[config.mk]
export PLATFORM = sky130hd
export DESIGN_NAME = ysyx_22050612_ifu_ctrl_flat
export DESIGN_NICKNAME = d
export VERILOG_FILES = /design/src/rtl/ysyx_22050612_pkg.sv /design/src/rtl/ysyx_22050612_ifu_ctrl_if.sv /design/src/rtl/ysyx_22050612_pc_reg.sv /design/src/rtl/ysyx_22050612_ifu_ctrl.sv /design/src/flat_wrapper.sv
export SDC_FILE = /design/constraint.sdc
export NUM_CORES = 1
export LEC_CHECK = 0
export ABC_CLOCK_PERIOD_IN_PS = 5900
export BUFFER_PORTS_ARGS = -buffer_cell sky130_fd_sc_hd__buf_2
export CAP_MARGIN = 15
export CORE_MARGIN = 1.5
export CORE_UTILIZATION = 44
export DETAILED_ROUTE_END_ITERATION = 16
export PLACE_DENSITY = 0.83
export SKIP_CTS_REPAIR_TIMING = 1
export SYNTH_ARGS = -nofsm -noshare
export SYNTH_HDL_FRONTEND = slang
export SYNTH_SLANG_ARGS = --single-unit
[constraint.sdc]
create_clock -name clk -period 5.9 [get_ports clk]
set_input_delay 1.475 -clock clk [delete_from_list [all_inputs] [get_ports clk]]
set_output_delay 1.475 -clock clk [all_outputs]
set_load 0.005 [all_outputs]
[src/rtl/ysyx_22050612_pkg.sv]
// ---------------------------------------------------------------------------
// ysyx_22050612_pkg
// Shared definitions for the NPC fetch front end: datapath widths, the
// default reset PC, the fetch-sequencer state encoding and the next-PC
// select encoding used between the sequencer and its PC register.
// ---------------------------------------------------------------------------
package ysyx_22050612_pkg;

    localparam int XLEN   = 64;
    localparam int INST_W = 32;

    localparam logic [63:0] RESET_PC = 64'h0000_0000_8000_0000;

    // Fetch sequencer states
    typedef enum logic [1:0] {
        IDLE  = 2'd0,
        FETCH = 2'd1,
        WAIT  = 2'd2,
        HOLD  = 2'd3
    } ifu_state_e;

    // Next-PC source
    typedef enum logic [1:0] {
        PC_HOLD  = 2'd0,
        PC_INC   = 2'd1,
        PC_REDIR = 2'd2
    } pc_sel_e;

    // Instructions are 4-byte aligned; low address bits of a redirect are dropped.
    function automatic logic [63:0] align_pc(input logic [63:0] addr);
        return {addr[63:2], 2'b00};
    endfunction

endpackage

[src/rtl/ysyx_22050612_ifu_ctrl_if.sv]
// ---------------------------------------------------------------------------
// ysyx_22050612_ifu_ctrl_if
// Bundles the fetch sequencer's bus-side signals:
//   imem request  : imem_req_valid/imem_req_ready/imem_req_addr
//   imem response : imem_rsp_valid/imem_rsp_data
//   redirect      : redirect_valid/redirect_pc (from execute)
//   decode        : inst_valid/inst_ready/inst/inst_pc (to IDU)
// master = the fetch sequencer, slave = the memory/execute/decode side.
// ---------------------------------------------------------------------------
interface ysyx_22050612_ifu_ctrl_if;
    import ysyx_22050612_pkg::*;

    logic              imem_req_valid;
    logic              imem_req_ready;
    logic [XLEN-1:0]   imem_req_addr;
    logic              imem_rsp_valid;
    logic [INST_W-1:0] imem_rsp_data;
    logic              redirect_valid;
    logic [XLEN-1:0]   redirect_pc;
    logic              inst_valid;
    logic              inst_ready;
    logic [INST_W-1:0] inst;
    logic [XLEN-1:0]   inst_pc;

    modport master (
        output imem_req_valid, imem_req_addr, inst_valid, inst, inst_pc,
        input  imem_req_ready, imem_rsp_valid, imem_rsp_data,
               redirect_valid, redirect_pc, inst_ready
    );

    modport slave (
        input  imem_req_valid, imem_req_addr, inst_valid, inst, inst_pc,
        output imem_req_ready, imem_rsp_valid, imem_rsp_data,
               redirect_valid, redirect_pc, inst_ready
    );

endinterface

[src/rtl/ysyx_22050612_pc_reg.sv]
// ---------------------------------------------------------------------------
// ysyx_22050612_pc_reg
// Architectural fetch PC register with its next-PC mux.
// Ports:
//   clk, rst        clock, asynchronous active-high reset (PC -> P_RESET_PC)
//   i_sel           next-PC source: hold, +4 (wraps mod 2^64), redirect
//   i_redirect_pc   redirect target, low two bits forced to zero
//   o_pc            current PC
// ---------------------------------------------------------------------------
module ysyx_22050612_pc_reg
    import ysyx_22050612_pkg::*;
#(
    parameter logic [XLEN-1:0] P_RESET_PC = RESET_PC
) (
    input  logic            clk,
    input  logic            rst,
    input  pc_sel_e         i_sel,
    input  logic [XLEN-1:0] i_redirect_pc,
    output logic [XLEN-1:0] o_pc
);

    logic [XLEN-1:0] r_pc;
    logic [XLEN-1:0] w_pc_next;

    // Next-PC selection
    always_comb begin
        w_pc_next = r_pc;
        case (i_sel)
            PC_REDIR: w_pc_next = align_pc(i_redirect_pc);
            PC_INC:   w_pc_next = r_pc + 64'd4;
            PC_HOLD:  w_pc_next = r_pc;
            default:  w_pc_next = r_pc;
        endcase
    end

    // PC register
    always_ff @(posedge clk or posedge rst) begin
        if (rst) begin
            r_pc <= P_RESET_PC;
        end else begin
            r_pc <= w_pc_next;
        end
    end

    assign o_pc = r_pc;

endmodule

[src/rtl/ysyx_22050612_ifu_ctrl.sv]
// ---------------------------------------------------------------------------
// ysyx_22050612_ifu_ctrl
// Fetch sequencer for the NPC front end. Issues one imem request at a time,
// captures the 32-bit response, holds it for decode and applies redirects,
// discarding any fetch already in flight.
// Ports:
//   clk, rst          clock, asynchronous active-high reset
//   bus (master)      imem request/response, redirect, decode handshake
//   pc                current fetch PC (equals bus.imem_req_addr)
//   perf_fetch_cnt    decode accepts        (only with YSYX_22050612_IFU_PERF_EN)
//   perf_kill_cnt     discarded fetches     (only with YSYX_22050612_IFU_PERF_EN)
// Optional feature macro: YSYX_22050612_IFU_PERF_EN enables the two
// 64-bit wrapping performance counters and their ports.
// ---------------------------------------------------------------------------
module ysyx_22050612_ifu_ctrl
    import ysyx_22050612_pkg::*;
(
    input  logic                     clk,
    input  logic                     rst,
    ysyx_22050612_ifu_ctrl_if.master bus,
    output logic [XLEN-1:0]          pc
`ifdef YSYX_22050612_IFU_PERF_EN
    ,
    output logic [63:0]              perf_fetch_cnt,
    output logic [63:0]              perf_kill_cnt
`endif
);

    ifu_state_e        r_state;
    logic              r_kill;
    logic [INST_W-1:0] r_inst;
    logic [XLEN-1:0]   r_inst_pc;
    logic [XLEN-1:0]   w_pc;
    pc_sel_e           w_pc_sel;
    logic              w_req_fire;
    logic              w_rsp;

    assign w_req_fire = (r_state == FETCH) && bus.imem_req_ready;
    // Responses outside WAIT are protocol errors and are ignored here.
    assign w_rsp      = (r_state == WAIT) && bus.imem_rsp_valid;

    // Redirect outranks the +4 advance in every state
    always_comb begin
        w_pc_sel = PC_HOLD;
        if (bus.redirect_valid) begin
            w_pc_sel = PC_REDIR;
        end else if ((r_state == HOLD) && bus.inst_ready) begin
            w_pc_sel = PC_INC;
        end else begin
            w_pc_sel = PC_HOLD;
        end
    end

    ysyx_22050612_pc_reg #(
        .P_RESET_PC (RESET_PC)
    ) u_pc_reg (
        .clk           (clk),
        .rst           (rst),
        .i_sel         (w_pc_sel),
        .i_redirect_pc (bus.redirect_pc),
        .o_pc          (w_pc)
    );

    // Fetch FSM, kill flag and instruction latch
    always_ff @(posedge clk or posedge rst) begin
        if (rst) begin
            r_state   <= IDLE;
            r_kill    <= 1'b0;
            r_inst    <= {INST_W{1'b0}};
            r_inst_pc <= {XLEN{1'b0}};
        end else begin
            case (r_state)
                IDLE: begin
                    r_state <= FETCH;
                end
                FETCH: begin
                    if (w_req_fire) begin
                        // A redirect in the handshake cycle makes the accepted request stale.
                        r_state <= WAIT;
                        r_kill  <= bus.redirect_valid;
                    end else begin
                        r_state <= FETCH;
                    end
                end
                WAIT: begin
                    if (bus.redirect_valid) begin
                        if (w_rsp) begin
                            r_state <= FETCH;
                            r_kill  <= 1'b0;
                        end else begin
                            r_kill  <= 1'b1;
                        end
                    end else if (w_rsp) begin
                        if (r_kill) begin
                            r_state <= FETCH;
                            r_kill  <= 1'b0;
                        end else begin
                            r_state   <= HOLD;
                            r_inst    <= bus.imem_rsp_data;
                            r_inst_pc <= w_pc;
                        end
                    end else begin
                        r_state <= WAIT;
                    end
                end
                HOLD: begin
                    if (bus.redirect_valid || bus.inst_ready) begin
                        r_state <= FETCH;
                    end else begin
                        r_state <= HOLD;
                    end
                end
                default: begin
                    r_state <= IDLE;
                    r_kill  <= 1'b0;
                end
            endcase
        end
    end

    assign bus.imem_req_valid = (r_state == FETCH);
    assign bus.imem_req_addr  = w_pc;
    assign bus.inst_valid     = (r_state == HOLD);
    assign bus.inst           = r_inst;
    assign bus.inst_pc        = r_inst_pc;
    assign pc                 = w_pc;

`ifdef YSYX_22050612_IFU_PERF_EN
    logic        w_accept;
    logic        w_discard;
    logic [63:0] r_perf_fetch;
    logic [63:0] r_perf_kill;

    assign w_accept  = (r_state == HOLD) && bus.inst_ready && !bus.redirect_valid;
    assign w_discard = (w_rsp && (r_kill || bus.redirect_valid)) ||
                       ((r_state == HOLD) && bus.redirect_valid);

    // Performance counters, wrapping at 2^64
    always_ff @(posedge clk or posedge rst) begin
        if (rst) begin
            r_perf_fetch <= 64'd0;
            r_perf_kill  <= 64'd0;
        end else begin
            if (w_accept) begin
                r_perf_fetch <= r_perf_fetch + 64'd1;
            end
            if (w_discard) begin
                r_perf_kill <= r_perf_kill + 64'd1;
            end
        end
    end

    assign perf_fetch_cnt = r_perf_fetch;
    assign perf_kill_cnt  = r_perf_kill;
`endif

endmodule

[src/flat_wrapper.sv]
// flat-port wrapper written by rule: the top's interface ports become plain ports
module ysyx_22050612_ifu_ctrl_flat import ysyx_22050612_pkg::*;
  (clk, rst, pc, bus_imem_req_valid, bus_imem_req_addr, bus_inst_valid, bus_inst, bus_inst_pc, bus_imem_req_ready, bus_imem_rsp_valid, bus_imem_rsp_data, bus_redirect_valid, bus_redirect_pc, bus_inst_ready);
  ysyx_22050612_ifu_ctrl_if bus_i ();
  input  logic clk;
  input  logic rst;
  output logic [XLEN-1:0] pc;
  output wire logic [$bits(bus_i.imem_req_valid)-1:0] bus_imem_req_valid;
  output wire logic [$bits(bus_i.imem_req_addr)-1:0] bus_imem_req_addr;
  output wire logic [$bits(bus_i.inst_valid)-1:0] bus_inst_valid;
  output wire logic [$bits(bus_i.inst)-1:0] bus_inst;
  output wire logic [$bits(bus_i.inst_pc)-1:0] bus_inst_pc;
  input wire logic [$bits(bus_i.imem_req_ready)-1:0] bus_imem_req_ready;
  input wire logic [$bits(bus_i.imem_rsp_valid)-1:0] bus_imem_rsp_valid;
  input wire logic [$bits(bus_i.imem_rsp_data)-1:0] bus_imem_rsp_data;
  input wire logic [$bits(bus_i.redirect_valid)-1:0] bus_redirect_valid;
  input wire logic [$bits(bus_i.redirect_pc)-1:0] bus_redirect_pc;
  input wire logic [$bits(bus_i.inst_ready)-1:0] bus_inst_ready;
  assign bus_imem_req_valid = bus_i.imem_req_valid;
  assign bus_imem_req_addr = bus_i.imem_req_addr;
  assign bus_inst_valid = bus_i.inst_valid;
  assign bus_inst = bus_i.inst;
  assign bus_inst_pc = bus_i.inst_pc;
  assign bus_i.imem_req_ready = bus_imem_req_ready;
  assign bus_i.imem_rsp_valid = bus_imem_rsp_valid;
  assign bus_i.imem_rsp_data = bus_imem_rsp_data;
  assign bus_i.redirect_valid = bus_redirect_valid;
  assign bus_i.redirect_pc = bus_redirect_pc;
  assign bus_i.inst_ready = bus_inst_ready;
  ysyx_22050612_ifu_ctrl u_core (.clk(clk), .rst(rst), .bus(bus_i), .pc(pc));
endmodule
==> key figures, run 1 <==
Logic synthesis
  – Cell variety after synth: between 40 and 50
  – Post-Synthesis Cells: roughly 730
  – FFs w/ async S/R, synth: between 90% and 100%
  – YS warnings: 0
  – Sequential fraction of the synthesis area: about half
  – Synth Register Bits: approximately 160
  – Post-synth EDFFs: 0
  – Mean post-synth cell area: approximately 11 sq um
  – Ys flop type: dfrtp_1
  – Synthesized cell area: 7754 sq um

Placement
  – GP Congestion: 0.8145
  – Final HPWL DP: around 15,000 um
  – Area after DPL: approximately 9100 sq um
  – Placed insts: ~1,200
  – Pre-CTS WS: 1.928 ns
  – IO Port Bufs: around 320

GRT
  – Global-route wire length before repair: about 31,000 um
  – Initial antenna violation count: 0
  – Vias in the first global route: 6,207
  – Pin count of the biggest net entering global routing: 103
  – Global route total overflow: 0
  – GRT Resource Usage Total: 21.90%

Clock network
  – Reg clk slew, reported paths: roughly 0.060 ns
  – H-tree levels: 4
  – CTS sink cnt: approximately 160
  – TritonCTS Buffers: 17
  – Worst-Skew Late Latency: approximately 0.42 ns
  – Maximum clock path buffer count: 2
  – Root Buffer: clkbuf_16
  – TritonCTS clock tree: yes

Critical path
  – Buf/Inv on CP: 1
  – CP max-delay cell: nand4_1
  – Critical Path RT: ~6.2 ns
  – Family with the most delay on the worst path: simple AND/OR/NAND/NOR gates
  – Capturing point of the worst reg2reg path: u_core.u_pc_reg.o_pc[57]
  – R2R setup slack: 2.82 ns
  – Worst reg2reg path depth: 4
  – Worst-path cell chain: buf_2 -> nand3_4 -> nor4_2 -> nand4_1 -> or4_1 -> a31oi_1
  – Peak per-stage delay on the critical path: approximately 0.75 ns
  – Critical path arrival: 3.87 ns
  – CP endpoint kind: flop
  – Worst-path fanout max: 20
  – Worst r2r src: u_core.u_pc_reg.o_pc[13]
  – WS Path Type: input pin to flop
  – CP startpoint kind: input pin
  – Crit. path cell count: 6
  – Crit path capture: u_core.u_pc_reg.o_pc[57]
  – Crit path from: bus_inst_ready

Drt
  – Final WL: ~20,000 um
  – DR iter-0 viols: 330
  – DRT antenna net count: 0
  – Vias: around 6,400
  – Avg WL per Cell: approximately 17 um
  – Vias/cell: 5.310
  – First-pass DRT Iterations: 5
  – # DRC: 0

Timing
  – RSZ-0062 raised after global routing: false
  – Post-Route Setup TNS: 0 ns
  – Final Max Slew Viols: 0
  – Clock Skews: roughly 0.010 ns
  – Max_slew headroom: 41.28%
  – Worst hold slack: about 0.47 ns
  – Final Setup Violations: 0
  – Final Hold Fails: 0
  – Fmax: 282.9 MHz
  – Minimum clock period: ~3.5 ns
  – Worst-margin pin slew: approximately 0.88 ns
  – Period utilisation layout: 59.92%
  – Fin worst setup slack: ~2.4 ns

Power and ir drop
  – Clock Power Share: ~29%
  – Net Sw Frac: ~30%
  – Total power: between 3 and 4 mW
  – Leak pwr: 4.729 nW
  – Power density over the cells: ~380 nW/um^2
  – Internal Power: 2.585 mW
  – Sequential fraction of design power: a little under half
  – Sw Pwr: around 1.1 mW
  – Peak VDD IR: between 0.2 and 0.25 mV
  – Gate power share: roughly a quarter

Layout
  – Most frequent cells in the layout: 319 x buf_2, 158 x dfrtp_1, 86 x mux2_2
  – Layout cell share with drive strength beyond 1: 45.85%
  – Core Util, Final: between 50% and 60%
  – # diodes: 0
  – Fillers: approximately 1,500
  – Area of the multi-input gates: just over 3000 sq um
  – Final Non-Filler Cells: 1,213
  – Sequential cell area: ~4000 sq um
  – Layout area overhead: 24.51%
  – # nets final: ~1,100
  – Cell area after layout: between 9000 and 10,000 sq um
  – Commonest non-fill, non-tap cell in the layout: buf_2

Hold path
  – Hold_sp: u_core.bus.inst_pc[54]
  – Worst min path class: flop to flop

Job
  – Max_cap viols: 0

Outcome
  – Outcome: finished, final reports clean

Floorplan
  – Die footprint: about 18,000 sq um
  – Core Region: around 17,000 sq um
  – # rows: 48
  – I/O pins: 328
  – Chip width: about 140 um
  – Initial core utilization: ~45%
  – Die Ht: 135.7 um
## power by group through the flow
stage | clock network, mW | registers, mW | logic [mW]
finish | 1.09 | 1.67 | 0.938
global route | 1.15 | 1.71 | 1.04
CTS | 1.11 | 1.67 | 0.955
detailed placement | 0 | 1.69 | 0.952
global placement | 0 | 1.66 | 0.918
floorplan | 0 | 1.67 | 0.492
## sequential cells by signal, indices dropped and copies added (netlist names)
| signal | count |
|---|---|
| u_core.bus.inst_pc | 62 |
| u_core.u_pc_reg.o_pc | 62 |
| u_core.bus.inst | 32 |
| u_core.r_state | 2 |
| u_core.r_kill | 1 |
## metal layers
metal / global-route usage, % / part of all wire (%) / vias up
li1: - / - / 3015
met2: 36.72 / 50 / 278
met3: 4.302 / 7.3 / 25
met1: 28.16 / 41 / 3123
met5: 0 / 0 / -
met4: 7.826 / 1.7 / 0
## worst min-delay path by stage
stage	depth (start not counted)	slack, ns	to
after global routing	1	0.51	u_core.bus.inst_pc[7]
after global placement	2	0.46	u_core.bus.inst_pc[54]
after CTS	2	0.48	u_core.bus.inst_pc[60]
final	2	0.47	u_core.bus.inst_pc[54]
after floorplan	2	0.47	u_core.bus.inst_pc[10]
after detailed placement	2	0.47	u_core.bus.inst_pc[60]
## worst register-to-register path, delay by kind of cell, from the launching register on
family,cells,cell delay [ns]
simple gates,3,2.29
flops,1,0.52
compound gates,1,0.18
## synth_stat cells (2+ instances only)
| cell | count | area share [%] |
|---|---|---|
| nand4b_1 | 2 | 0.23 |
| and4_1 | 4 | 0.45 |
| o31ai_1 | 9 | 0.87 |
| buf_1 | 2 | 0.097 |
| a31oi_1 | 22 | 1.8 |
| xor2_1 | 17 | 1.9 |
| nand3_1 | 23 | 1.5 |
| nand2_1 | 68 | 3.3 |
| and3_1 | 9 | 0.73 |
| nor2_1 | 33 | 1.6 |
| nor4_1 | 14 | 1.1 |
| xnor2_1 | 19 | 2.1 |
| buf_4 | 70 | 6.8 |
| nand4_1 | 30 | 2.4 |
| clkbuf_1 | 30 | 1.5 |
| or4_1 | 10 | 0.97 |
| inv_1 | 15 | 0.73 |
| dfrtp_1 | 158 | 51 |
| o21ai_0 | 61 | 3.9 |
| nor3_1 | 7 | 0.45 |
| a21oi_1 | 2 | 0.13 |
| or2_2 | 2 | 0.16 |
| or3_1 | 11 | 0.89 |
| and2_1 | 2 | 0.16 |
| mux2_2 | 86 | 12 |
| nor2b_1 | 3 | 0.24 |
| o31a_1 | 2 | 0.23 |
| mux2i_1 | 2 | 0.26 |
## area by class of cell
class	instances	area share (%)
timing repair buffer	325	17.13
tap	225	2.916
sequential	159	41.23
inverter	16	0.6739
multi-input combinational	456	32.05
clock buffer	19	4.692
clock inverter	13	1.309
## cells by family (layout without fill, tap and decap cells)
logic type | after synthesis | after routing | synth area share, %
flops | 159 | 159 | 51.33
fa+ha+maj | 1 | 1 | 0.1613
compound gates | 100 | 100 | 7.358
xor+xnor | 36 | 36 | 4.066
mux | 88 | 88 | 12.75
other cells | 1 | 6 | 0.04836
simple gates | 225 | 225 | 15.12
buf+inv | 119 | 373 | 9.166
Note: power is estimated with default switching activity, not from simulation.
==> inputs of run 2 (changes only) <==
--- a/config.mk
+++ b/config.mk
@@ -5,13 +5,13 @@
 export SDC_FILE = /design/constraint.sdc
 export NUM_CORES = 1
 export LEC_CHECK = 0
-export ABC_CLOCK_PERIOD_IN_PS = 5900
+export ABC_CLOCK_PERIOD_IN_PS = 3400
 export BUFFER_PORTS_ARGS = -buffer_cell sky130_fd_sc_hd__buf_2
 export CAP_MARGIN = 15
 export CORE_MARGIN = 1.5
-export CORE_UTILIZATION = 44
+export CORE_UTILIZATION = 48
 export DETAILED_ROUTE_END_ITERATION = 16
-export PLACE_DENSITY = 0.83
+export PLACE_DENSITY = 0.86
 export SKIP_CTS_REPAIR_TIMING = 1
 export SYNTH_ARGS = -nofsm -noshare
 export SYNTH_HDL_FRONTEND = slang
==> constraint.sdc (replaced) <==
create_clock -name clk -period 3.4 [get_ports clk]
set_input_delay 0.85 -clock clk [delete_from_list [all_inputs] [get_ports clk]]
set_output_delay 0.85 -clock clk [all_outputs]
set_load 0.005 [all_outputs]
==> key figures, run 2 (same netlist as run 1, synthesis figures left out) <==
Outcome
  – Outcome: finished, final reports clean

Layout
  – Most frequent cells in the layout: 319 x buf_2, 158 x dfrtp_1, 86 x mux2_2
  – Layout cell share with drive strength beyond 1: 46.23% (+0.38 points)
  – Commonest non-fill, non-tap cell in the layout: buf_2
  – Fillers: 1,228 (-19%)
  – # nets final: 1,085 (+0.65%)
  – Layout area overhead: 25.46%
  – Final Non-Filler Cells: 1,212 (-0.082%)

Critical path
  – Buf/Inv on CP: 0 (-1)
  – CP startpoint kind: flop
  – Critical path arrival: 3.24 ns (-0.63 ns)
  – Worst-path cell chain: ha_1 -> nand3_1 -> or4_4 -> or3_1 -> or4_1 -> a31oi_1
  – Worst r2r src: u_core.u_pc_reg.o_pc[2]
  – Worst reg2reg path depth: 6 (+2)
  – Worst-path fanout max: 12 (-40%)
  – Family with the most delay on the worst path: simple AND/OR/NAND/NOR gates
  – Peak per-stage delay on the critical path: 0.63 ns (-0.12 ns)
  – Capturing point of the worst reg2reg path: u_core.u_pc_reg.o_pc[58]
  – Critical Path RT: 3.74 ns (-2.49 ns)
  – WS Path Type: flop to flop
  – R2R setup slack: 0.50 ns (-2.32 ns)
  – CP endpoint kind: flop
  – CP max-delay cell: or4_4

Placement
  – Final HPWL DP: 14,820 um (+1.0%)
  – Placed insts: 1,179 (-0.17%)
  – IO Port Bufs: 319 (unchanged)
  – GP Congestion: 0.8279 (+1.6%)

Timing
  – Minimum clock period: between 2 and 3 ns
  – Fmax: approximately 350 MHz
  – RSZ-0062 raised after global routing: false
  – Final Hold Fails: 0 (unchanged)
  – Worst-margin pin slew: 0.7634 ns (-0.1148 ns)
  – Clock Skews: 0.01323 ns (+0.003004 ns)
  – Final Max Slew Viols: 0 (unchanged)
  – Final Setup Violations: 0 (unchanged)
  – Period utilisation layout: a little under nine tenths
  – Worst hold slack: 0.4756 ns (+0.002832 ns)
  – Max_slew headroom: 49.03% (+7.8 points)
  – Post-Route Setup TNS: 0 ns (unchanged)

GRT
  – Global route total overflow: 0 (unchanged)
  – Initial antenna violation count: 3 (+3)
  – Global-route wire length before repair: 30,980 um (-1.5%)
  – Vias in the first global route: 6,065 (-2.3%)
  – Pin count of the biggest net entering global routing: 80 (-22%)
  – GRT Resource Usage Total: 23.83% (+1.9 points)

Hold path
  – Worst Hold Depth: 2 (unchanged)
  – Hold_sp: u_core.bus.inst_pc[60]
  – Worst min path class: flop to flop
  – Hold endpoint: u_core.bus.inst_pc[60]

Drt
  – First-pass DRT Iterations: 5 (unchanged)
  – DR iter-0 viols: 460 (+39%)
  – Vias/cell: 5.436 (+2.4%)
  – DRT antenna net count: 0 (unchanged)
  – Final WL: 20,750 um (+1.3%)
  – Avg WL per Cell: 17.12 um (+1.4%)
  – # DRC: 0 (unchanged)
  – Vias: 6,588 (+2.3%)

Floorplan
  – Chip width: 130.1 um (-4.2%)
  – Initial core utilization: 48.99% (+4.0 points)
  – I/O pins: 328 (unchanged)
  – Die Ht: 130.1 um (-4.2%)
  – Die footprint: 16,920 sq um (-8.2%)
  – Core Region: 15,830 sq um (-8.2%)
  – # rows: 46 (-4.2%)

Clock network
  – Maximum clock path buffer count: 2 (unchanged)
  – H-tree levels: 4 (unchanged)
  – CTS sink cnt: 159 (unchanged)
  – Worst-Skew Late Latency: 0.43 ns (about the same)
  – TritonCTS clock tree: yes
  – Reg clk slew, reported paths: 0.06 ns (about the same)
  – Root Buffer: clkbuf_16
  – TritonCTS Buffers: 17 (unchanged)

Power and ir drop
  – Clock Power Share: 29.4% (about the same)
  – Sw Pwr: 1.899 mW (+71%)
  – Peak VDD IR: 0.3164 mV (+53%)
  – Leak pwr: 4.768 nW (+0.82%)
  – Internal Power: 4.518 mW (+75%)
  – Net Sw Frac: 29.60% (-0.41 points)
  – Total power: 6.418 mW (+74%)
  – Gate power share: 25.5% (about the same)
  – Power density over the cells: 659.7 nW/um^2 (+72%)
  – Sequential fraction of design power: 45.0% (-0.2 points)

Job
  – Max_cap viols: 0 (unchanged)
run 2: per-stage QoR:
step	area (sq um)	setup slack, ns	util [%]
2_1_floorplan	7776	0.5360	-
3_3_place_gp	9140	0.2598	57.75
3_5_place_dp	9140	0.1965	57.75
4_1_cts	9726	0.4836	61.45
5_1_grt	9728	0.3676	61.46
6_report	9728	0.5034	61.46
run 2: metal layers:
| metal | vias up | wire length (um) | track usage, % |
|---|---|---|---|
| met4 | 4 | 348 | 8.170 |
| li1 | 3041 | - | - |
| met2 | 317 | 10450 | 40.68 |
| met5 | - | 23 | 0 |
| met1 | 3194 | 8357 | 29.07 |
| met3 | 32 | 1572 | 6.601 |
run 2: how the worst max path moves through the flow:
stage / end / slack [ns] / depth (start not counted) / start
after floorplan: u_core.bus.inst[0] / 0.54 / 1 / rst
after global routing: u_core.u_pc_reg.o_pc[58] / 0.37 / 6 / u_core.u_pc_reg.o_pc[2]
after global placement: u_core.u_pc_reg.o_pc[60] / 0.26 / 6 / bus_inst_ready
final: u_core.u_pc_reg.o_pc[58] / 0.50 / 6 / u_core.u_pc_reg.o_pc[2]
after detailed placement: u_core.u_pc_reg.o_pc[58] / 0.20 / 6 / bus_inst_ready
after CTS: u_core.u_pc_reg.o_pc[58] / 0.48 / 6 / u_core.u_pc_reg.o_pc[2]
run 2: worst register-to-register path, delay by kind of cell, from the launching register on:
family / cells / cell delay, ns
and+or+nand+nor: 4 / 1.94
adders and majority gates: 1 / 0.22
DFF: 1 / 0.48
AOI/OAI and AO/OA: 1 / 0.18
run 2: area by class of cell:
class	count	area [sq um]	area share, %
multi-input combinational	456	3094	31.81
clock inverter	11	105.1	1.080
inverter	16	63.81	0.6559
clock buffer	21	480.5	4.939
timing repair buffer	332	1732	17.80
tap	216	270.3	2.778
antenna	1	2.502	0.02572
sequential	159	3980	40.91
run 2: power by group through the flow:
| stage | Sequential, mW | Clock (mW) | Combinational (mW) |
|---|---|---|---|
| finish | 2.89 | 1.89 | 1.64 |
| global route | 2.97 | 1.99 | 1.83 |
| CTS | 2.88 | 1.92 | 1.67 |
| detailed placement | 2.92 | 0 | 1.66 |
| global placement | 2.88 | 0 | 1.60 |
| floorplan | 2.91 | 0 | 0.853 |
